## config.mk

```make
export PLATFORM = sky130hd
export DESIGN_NAME = uart_rx_loader
export DESIGN_NICKNAME = d
export VERILOG_FILES = /design/src/rtl/uart_rx_loader.sv
export SDC_FILE = /design/constraint.sdc
export NUM_CORES = 1
export LEC_CHECK = 0
export BUFFER_PORTS_ARGS = -buffer_cell sky130_fd_sc_hd__buf_2
export CAP_MARGIN = 0
export CORE_MARGIN = 2
export CORE_UTILIZATION = 55
export CTS_BUF_LIST = sky130_fd_sc_hd__clkbuf_8
export DETAILED_ROUTE_END_ITERATION = 10
export MAX_ROUTING_LAYER = met4
export PLACE_DENSITY = 0.82
export SKIP_LAST_GASP = 1
export SLEW_MARGIN = 20
export SYNTH_ARGS = -nofsm -noshare
export SYNTH_HDL_FRONTEND = slang
export SYNTH_SLANG_ARGS = --single-unit
```

## constraint.sdc

```tcl
create_clock -name clk -period 1.7 [get_ports clk]
set_input_delay 0.17 -clock clk [delete_from_list [all_inputs] [get_ports clk]]
set_output_delay 0.17 -clock clk [all_outputs]
set_load 0.01 [all_outputs]
```

## src/rtl/uart_rx_loader.sv

```systemverilog
// Purpose : pack bytes from a uart_rx handshake into little-endian words and write DEPTH words to a RAM port.
// Latency : rx_flush and wr_en are registered, one cycle after the byte event that causes them.
// Backpress: uart_rx holds rx_converted until flushed; every byte is flushed, so the source never stalls.
//
// Ports
//   clk, rst        system clock; synchronous active-high reset
//   start           arm a load (level-sampled in IDLE/DONE/ERROR, ignored in RECEIVE)
//   rx_data         byte from uart_rx
//   rx_converted    uart_rx byte ready, held until rx_flush
//   rx_data_valid   framing OK for the current byte
//   rx_flush        one-cycle pulse releasing the uart_rx byte
//   wr_en           one-cycle RAM write strobe
//   wr_addr         RAM word address (holds when wr_en=0)
//   wr_data         assembled word, lane 0 in bits [7:0] (holds when wr_en=0)
//   busy            high while receiving
//   done            high after the last word is written, until start or rst
//   timeout_err     high in ERROR; tied 0 unless the timeout feature is built
//
// Optional feature: define UART_RX_LOADER_TIMEOUT_EN to abort a stalled load
// after TIMEOUT_CYCLES idle cycles (ERROR state, timeout_err=1).

module uart_rx_loader #(
    parameter int ADDR_W         = 14,
    parameter int DEPTH          = 16384,
    parameter int WORD_BYTES     = 1,
    parameter int TIMEOUT_CYCLES = 100000
) (
    input  logic                    clk,
    input  logic                    rst,
    input  logic                    start,
    input  logic [7:0]              rx_data,
    input  logic                    rx_converted,
    input  logic                    rx_data_valid,
    output logic                    rx_flush,
    output logic                    wr_en,
    output logic [ADDR_W-1:0]       wr_addr,
    output logic [8*WORD_BYTES-1:0] wr_data,
    output logic                    busy,
    output logic                    done,
    output logic                    timeout_err
);

    localparam int WORD_W = 8 * WORD_BYTES;
    localparam int LANE_W = (WORD_BYTES > 1) ? $clog2(WORD_BYTES) : 1;
    // One extra bit so a full 2**ADDR_W load can still be counted to its end.
    localparam int CNT_W  = ADDR_W + 1;

    localparam logic [CNT_W-1:0]  LAST_WORD = CNT_W'(DEPTH - 1);
    localparam logic [LANE_W-1:0] LAST_LANE = LANE_W'(WORD_BYTES - 1);

    // Elaboration-time parameter sanity check.
    if (WORD_BYTES < 1 || WORD_BYTES > 4 || DEPTH < 1 ||
        DEPTH > (1 << ADDR_W) || TIMEOUT_CYCLES < 1) begin : g_bad_param
        $error("uart_rx_loader: illegal parameter combination");
    end

`ifdef UART_RX_LOADER_TIMEOUT_EN
    typedef enum logic [1:0] {
        ST_IDLE    = 2'd0,
        ST_RECEIVE = 2'd1,
        ST_DONE    = 2'd2,
        ST_ERROR   = 2'd3
    } state_t;

    localparam int IDLE_W = $clog2(TIMEOUT_CYCLES + 1);
    localparam logic [IDLE_W-1:0] IDLE_LAST = IDLE_W'(TIMEOUT_CYCLES - 1);

    logic [IDLE_W-1:0] idle_cnt_q, idle_cnt_d;
    logic              started_q, started_d;
    logic              timeout_err_q, timeout_err_d;
`else
    typedef enum logic [1:0] {
        ST_IDLE    = 2'd0,
        ST_RECEIVE = 2'd1,
        ST_DONE    = 2'd2
    } state_t;
`endif

    state_t             state_q, state_d;
    logic [CNT_W-1:0]   cnt_q, cnt_d;
    logic [LANE_W-1:0]  lane_q, lane_d;
    logic [WORD_W-1:0]  asm_q, asm_d;
    logic               rx_flush_q, rx_flush_d;
    logic               wr_en_q, wr_en_d;
    logic [ADDR_W-1:0]  wr_addr_q, wr_addr_d;
    logic [WORD_W-1:0]  wr_data_q, wr_data_d;
    logic               busy_q, busy_d;
    logic               done_q, done_d;

    // A held rx_converted during our own flush cycle is the byte we just
    // released, not a new one.
    logic rx_event;
    logic accept;
    assign rx_event = rx_converted && !rx_flush_q;
    assign accept   = rx_event && rx_data_valid && (state_q == ST_RECEIVE);

    always_comb begin
        state_d    = state_q;
        cnt_d      = cnt_q;
        lane_d     = lane_q;
        asm_d      = asm_q;
        rx_flush_d = rx_event;
        wr_en_d    = 1'b0;
        wr_addr_d  = wr_addr_q;
        wr_data_d  = wr_data_q;
        busy_d     = busy_q;
        done_d     = done_q;
`ifdef UART_RX_LOADER_TIMEOUT_EN
        idle_cnt_d    = idle_cnt_q;
        started_d     = started_q;
        timeout_err_d = timeout_err_q;
`endif

        case (state_q)
            ST_RECEIVE: begin
                if (accept) begin
                    for (int i = 0; i < WORD_BYTES; i++) begin
                        if (lane_q == LANE_W'(i)) begin
                            asm_d[8*i +: 8] = rx_data;
                        end
                    end
                    if (lane_q == LAST_LANE) begin
                        wr_en_d   = 1'b1;
                        wr_addr_d = cnt_q[ADDR_W-1:0];
                        wr_data_d = asm_d;
                        lane_d    = '0;
                        cnt_d     = cnt_q + CNT_W'(1);
                        if (cnt_q == LAST_WORD) begin
                            state_d = ST_DONE;
                            busy_d  = 1'b0;
                            done_d  = 1'b1;
                        end
                    end else begin
                        lane_d = lane_q + LANE_W'(1);
                    end
`ifdef UART_RX_LOADER_TIMEOUT_EN
                    idle_cnt_d = '0;
                    started_d  = 1'b1;
                end else if (started_q) begin
                    // Count only once the load has begun; the host may take
                    // arbitrarily long to send the first byte.
                    if (idle_cnt_q == IDLE_LAST) begin
                        state_d       = ST_ERROR;
                        busy_d        = 1'b0;
                        timeout_err_d = 1'b1;
                        lane_d        = '0;
                    end else begin
                        idle_cnt_d = idle_cnt_q + IDLE_W'(1);
                    end
`endif
                end
            end
            default: begin
                // IDLE, DONE and (optionally) ERROR: bytes are flushed and
                // dropped; start re-arms a fresh load.
                if (start) begin
                    state_d = ST_RECEIVE;
                    cnt_d   = '0;
                    lane_d  = '0;
                    asm_d   = '0;
                    busy_d  = 1'b1;
                    done_d  = 1'b0;
`ifdef UART_RX_LOADER_TIMEOUT_EN
                    idle_cnt_d    = '0;
                    started_d     = 1'b0;
                    timeout_err_d = 1'b0;
`endif
                end
            end
        endcase
    end

    always_ff @(posedge clk) begin
        if (rst) begin
            state_q    <= ST_IDLE;
            cnt_q      <= '0;
            lane_q     <= '0;
            asm_q      <= '0;
            rx_flush_q <= 1'b0;
            wr_en_q    <= 1'b0;
            wr_addr_q  <= '0;
            wr_data_q  <= '0;
            busy_q     <= 1'b0;
            done_q     <= 1'b0;
`ifdef UART_RX_LOADER_TIMEOUT_EN
            idle_cnt_q    <= '0;
            started_q     <= 1'b0;
            timeout_err_q <= 1'b0;
`endif
        end else begin
            state_q    <= state_d;
            cnt_q      <= cnt_d;
            lane_q     <= lane_d;
            asm_q      <= asm_d;
            rx_flush_q <= rx_flush_d;
            wr_en_q    <= wr_en_d;
            wr_addr_q  <= wr_addr_d;
            wr_data_q  <= wr_data_d;
            busy_q     <= busy_d;
            done_q     <= done_d;
`ifdef UART_RX_LOADER_TIMEOUT_EN
            idle_cnt_q    <= idle_cnt_d;
            started_q     <= started_d;
            timeout_err_q <= timeout_err_d;
`endif
        end
    end

    assign rx_flush = rx_flush_q;
    assign wr_en    = wr_en_q;
    assign wr_addr  = wr_addr_q;
    assign wr_data  = wr_data_q;
    assign busy     = busy_q;
    assign done     = done_q;
`ifdef UART_RX_LOADER_TIMEOUT_EN
    assign timeout_err = timeout_err_q;
`else
    assign timeout_err = 1'b0;
`endif

endmodule

```

==> metrics.csv <==
stage,metric,value,unit
clock_network,hold_buffers,0,
global_routing,grt_max_degree,22,
synth,syn_nets,215,
placement,gp_congestion,0.879,
sta,final_hold_viol_count,0,
routing,vias,1542,
sta,slew_violations,0,
synth,netlist_top_cells_area,"dfxtp_1 (49%), nand2_1 (12%), a21oi_1 (9.6%), nand3_1 (2.1%), nand4_1 (1.9%)",
critical_path,critPathKind,flip-flop to flip-flop,
sta,period_needed,1.58,ns
sta,setup_viol,0,
power_and_ir_drop,irDropWorstVdd,0.665,mV
sta,setup_tns,0,ns
floorplan,die_width,59.1,µm
synth,postSynthCellCount,201,
sta,fmax,0.631,GHz
power_and_ir_drop,p_leak,0.803,nW
layout,final_layout_size_suffix_gt1_share,24.9,%
critical_path,worst_path_dominant_cell_family,simple AND/OR/NAND/NOR gates,
critical_path,cpPeakStageDelay,0.42,ns
synth,syn_avg_cell_area,8.31,µm²
power_and_ir_drop,netSwitchingFraction,23.3,%
clock_network,cts_made_buffers,5,
floorplan,core_area,2830,µm²
power_and_ir_drop,p_sw,405,µW
clock_network,cts-root-buf,clkbuf_8,
critical_path,endpoint_kind,flip-flop,
global_routing,grt_use_total,23.4,%
global_routing,antenna_found_initial,0,
layout,num_antenna_cells,0,
floorplan,num_io_pins,40,
clock_network,clk_pin_slew,0.08,ns
clock_network,clk_path_buf_depth,2,
routing,drc,0,
power_and_ir_drop,powerDensity,863,nW/µm²
critical_path,required,1.92,ns
power_and_ir_drop,pwr-share-seq,56.1,%
min_path,hold_class,input pin to flip-flop,
critical_path,path_buf_inv,2,
layout,fin_area,2010,µm²
synth,ys_ff_latch,41,
routing,wirelength,3530,µm
placement,place_hpwl,2590,µm
power_and_ir_drop,power_frac_clock,38.4,%
clock_network,cts.sinks,41,
critical_path,cpMostUsedCell,buf_4,
synth,yosysWarningCount,0,
critical_path,worst_path_max_delay_cell,and4bb_4,
placement,place_area,1910,µm²
floorplan,die_h,59.1,µm
critical_path,cp_max_fo,12,
floorplan,die_area,3490,µm²
critical_path,startpoint,rx_flush$_SDFF_PP0_,
critical_path,r2r-end,wr_addr[8]$_SDFFE_PP0P_,
clock_network,cts_tree,done,
sta,fin_crit_sh,93.2,%
sta,whs,0.0998,ns
min_path,hold_path_end,wr_data[5]$_SDFFE_PP0P_,
synth,ys_seq_area_share,49.1,%
layout,fin_nets,258,
min_path,hold_depth,3,
routing,post_drt_wl_per_cell,12.8,µm
critical_path,ff2ff_path_depth,6,
clock_network,insertion_delay,0.30,ns
clock_network,cts-htree-levels,2,
critical_path,reg2reg_from,rx_flush$_SDFF_PP0_,
layout,area_growth,20.4,%
routing,drtAntennaViolNets,0,
synth,synth_top_area_share,49.1,%
power_and_ir_drop,intPower,1.33,mW
synth,synthDistinctLibCells,33,
routing,drtIter0Drc,58,
sta,skew,0.0105,ns
critical_path,reg2reg_slack,0.12,ns
synth,synth_top_area_cell,dfxtp_1,
floorplan,rows,19,
power_and_ir_drop,p_comb_share,5.5,%
sta,rsz0062_at_grt,no,
routing,first_pass_iters,4,
critical_path,start_kind,flip-flop,
global_routing,grt.overflow.total,0,
global_routing,grt_pass1_vias,1412,
layout,fillers,244,
min_path,min-delay-start,rx_data[5],
global_routing,grt_pass1_wl,6040,µm
placement,io_buffers,38,
routing,viasPerCell,5.59,
floorplan,start_util,59.0,%
critical_path,path_cells,and4bb_4 -> buf_4 -> and2_1 -> buf_4 -> nand2_1 -> a21oi_1,
critical_path,arrival,1.81,ns
flow_run,maxCapViolCount,0,
status,status,completed,
synth,syn_area,1670,µm²
==> how the worst max path moves through the flow <==
| stage | endpoint | cells past startpoint | slack [ns] |
|---|---|---|---|
| after floorplan | cnt_q[11]$_SDFFE_PP0P_ | 5 | 0.20 |
| after global placement | cnt_q[11]$_SDFFE_PP0P_ | 4 | 0.10 |
| after detailed placement | wr_addr[8]$_SDFFE_PP0P_ | 6 | 0.02 |
| after CTS | wr_addr[8]$_SDFFE_PP0P_ | 6 | 0.005 |
| after global routing | wr_addr[8]$_SDFFE_PP0P_ | 6 | 0.01 |
| final | wr_addr[8]$_SDFFE_PP0P_ | 6 | 0.12 |
==> power by group through the flow <==
stage	registers, mW	clock network, mW	logic [mW]
2_1_floorplan	1.00	0	0.0522
3_3_place_gp	0.996	0	0.0939
3_5_place_dp	0.996	0	0.0951
4_1_cts	0.974	0.676	0.0954
5_1_grt	0.975	0.727	0.106
6_report	0.974	0.666	0.0962
==> routing by layer <==
| layer | wire (µm) | track usage (%) |
|---|---|---|
| met5 | 0 | - |
| met2 | 1650 | 36.8 |
| met1 | 1680 | 29.0 |
| met4 | 76 | 10.7 |
| met3 | 129 | 4.59 |
==> worst reg2reg max path, cell delays in order (launching register included) <==
cell	delay [ns]
dfxtp_1	0.33
and4bb_4	0.42
buf_4	0.14
and2_1	0.20
buf_4	0.21
nand2_1	0.08
a21oi_1	0.15
==> cell usage in the layout (no fill, tap or decap), types with 2 or more instances in the layout <==
cell type and n:
o41ai_1 3, o211ai_1 2, buf_4 11, clkbuf_8 6, and4_1 2, nand4_1 5
nand3_1 7, inv_1 4, and3_1 3, nor2_1 4, and2_1 2, dfxtp_1 41
or3_1 5, nand2_1 55, a21oi_1 32, o21ai_0 2, o31ai_1 4, buf_2 38
o2111ai_1 2, nand2b_1 2
==> logic make-up after synthesis <==
group / share of synthesized area [%]
and+or+nand+nor: 26.5
AOI/OAI and AO/OA: 17.7
DFF: 49.1
buffers and inverters: 5.17
xor gates and xnor gates: 0.524
adders and majority gates: 0.749
other: 0.225
==> what timing repair did <==
action	CTS	global route
setup buffers	0	0
resized for setup	0	3
setup endpoints to repair	0	26
==> cell type report <==
class                           count  area [µm²]  area share (%)
Timing Repair Buffer               49         273            13.6
Tap cell                           31        38.8            1.93
Inverter                            4        15.0           0.746
Multi-Input combinational cell    143         768            38.2
Clock inverter                      2        13.8           0.684
Clock buffer                        6        82.6            4.10
Sequential cell                    41         821            40.8
==> flip-flops by register name, indices dropped and copies added, names as in the netlist <==
signal	cells
wr_data	8
done	1
wr_addr	14
cnt_q	15
wr_en	1
rx_flush	1
state_q	1
==> stage by stage <==
step	util [%]	setup WS, ns	cells	power [mW]
after floorplan	-	0.204	201	1.05
after global placement	67.5	0.100	268	1.09
after CTS	70.9	0.00535	276	1.74
after global routing	71.1	0.0121	276	1.81
after detailed placement	67.5	0.0196	268	1.09
final	71.1	0.115	276	1.74
==> synth_stat cells, drive strengths merged <==
master	count
and3	3
conb	1
xor2	1
buf	9
a311oi	1
and4bb	1
nor3b	1
o21ai	2
clkbuf	4
o211ai	2
ha	1
or3b	1
nand2	55
dfxtp	41
o2111ai	2
or3	5
inv	4
nand4	6
nand3	7
o41ai	3
o32a	1
o311ai	1
a21oi	32
o31ai	4
and2	3
nand2b	2
and4	2
or2	1
nor2	4
a221oi	1
No activity file was read; power rests on OpenSTA's default activity.
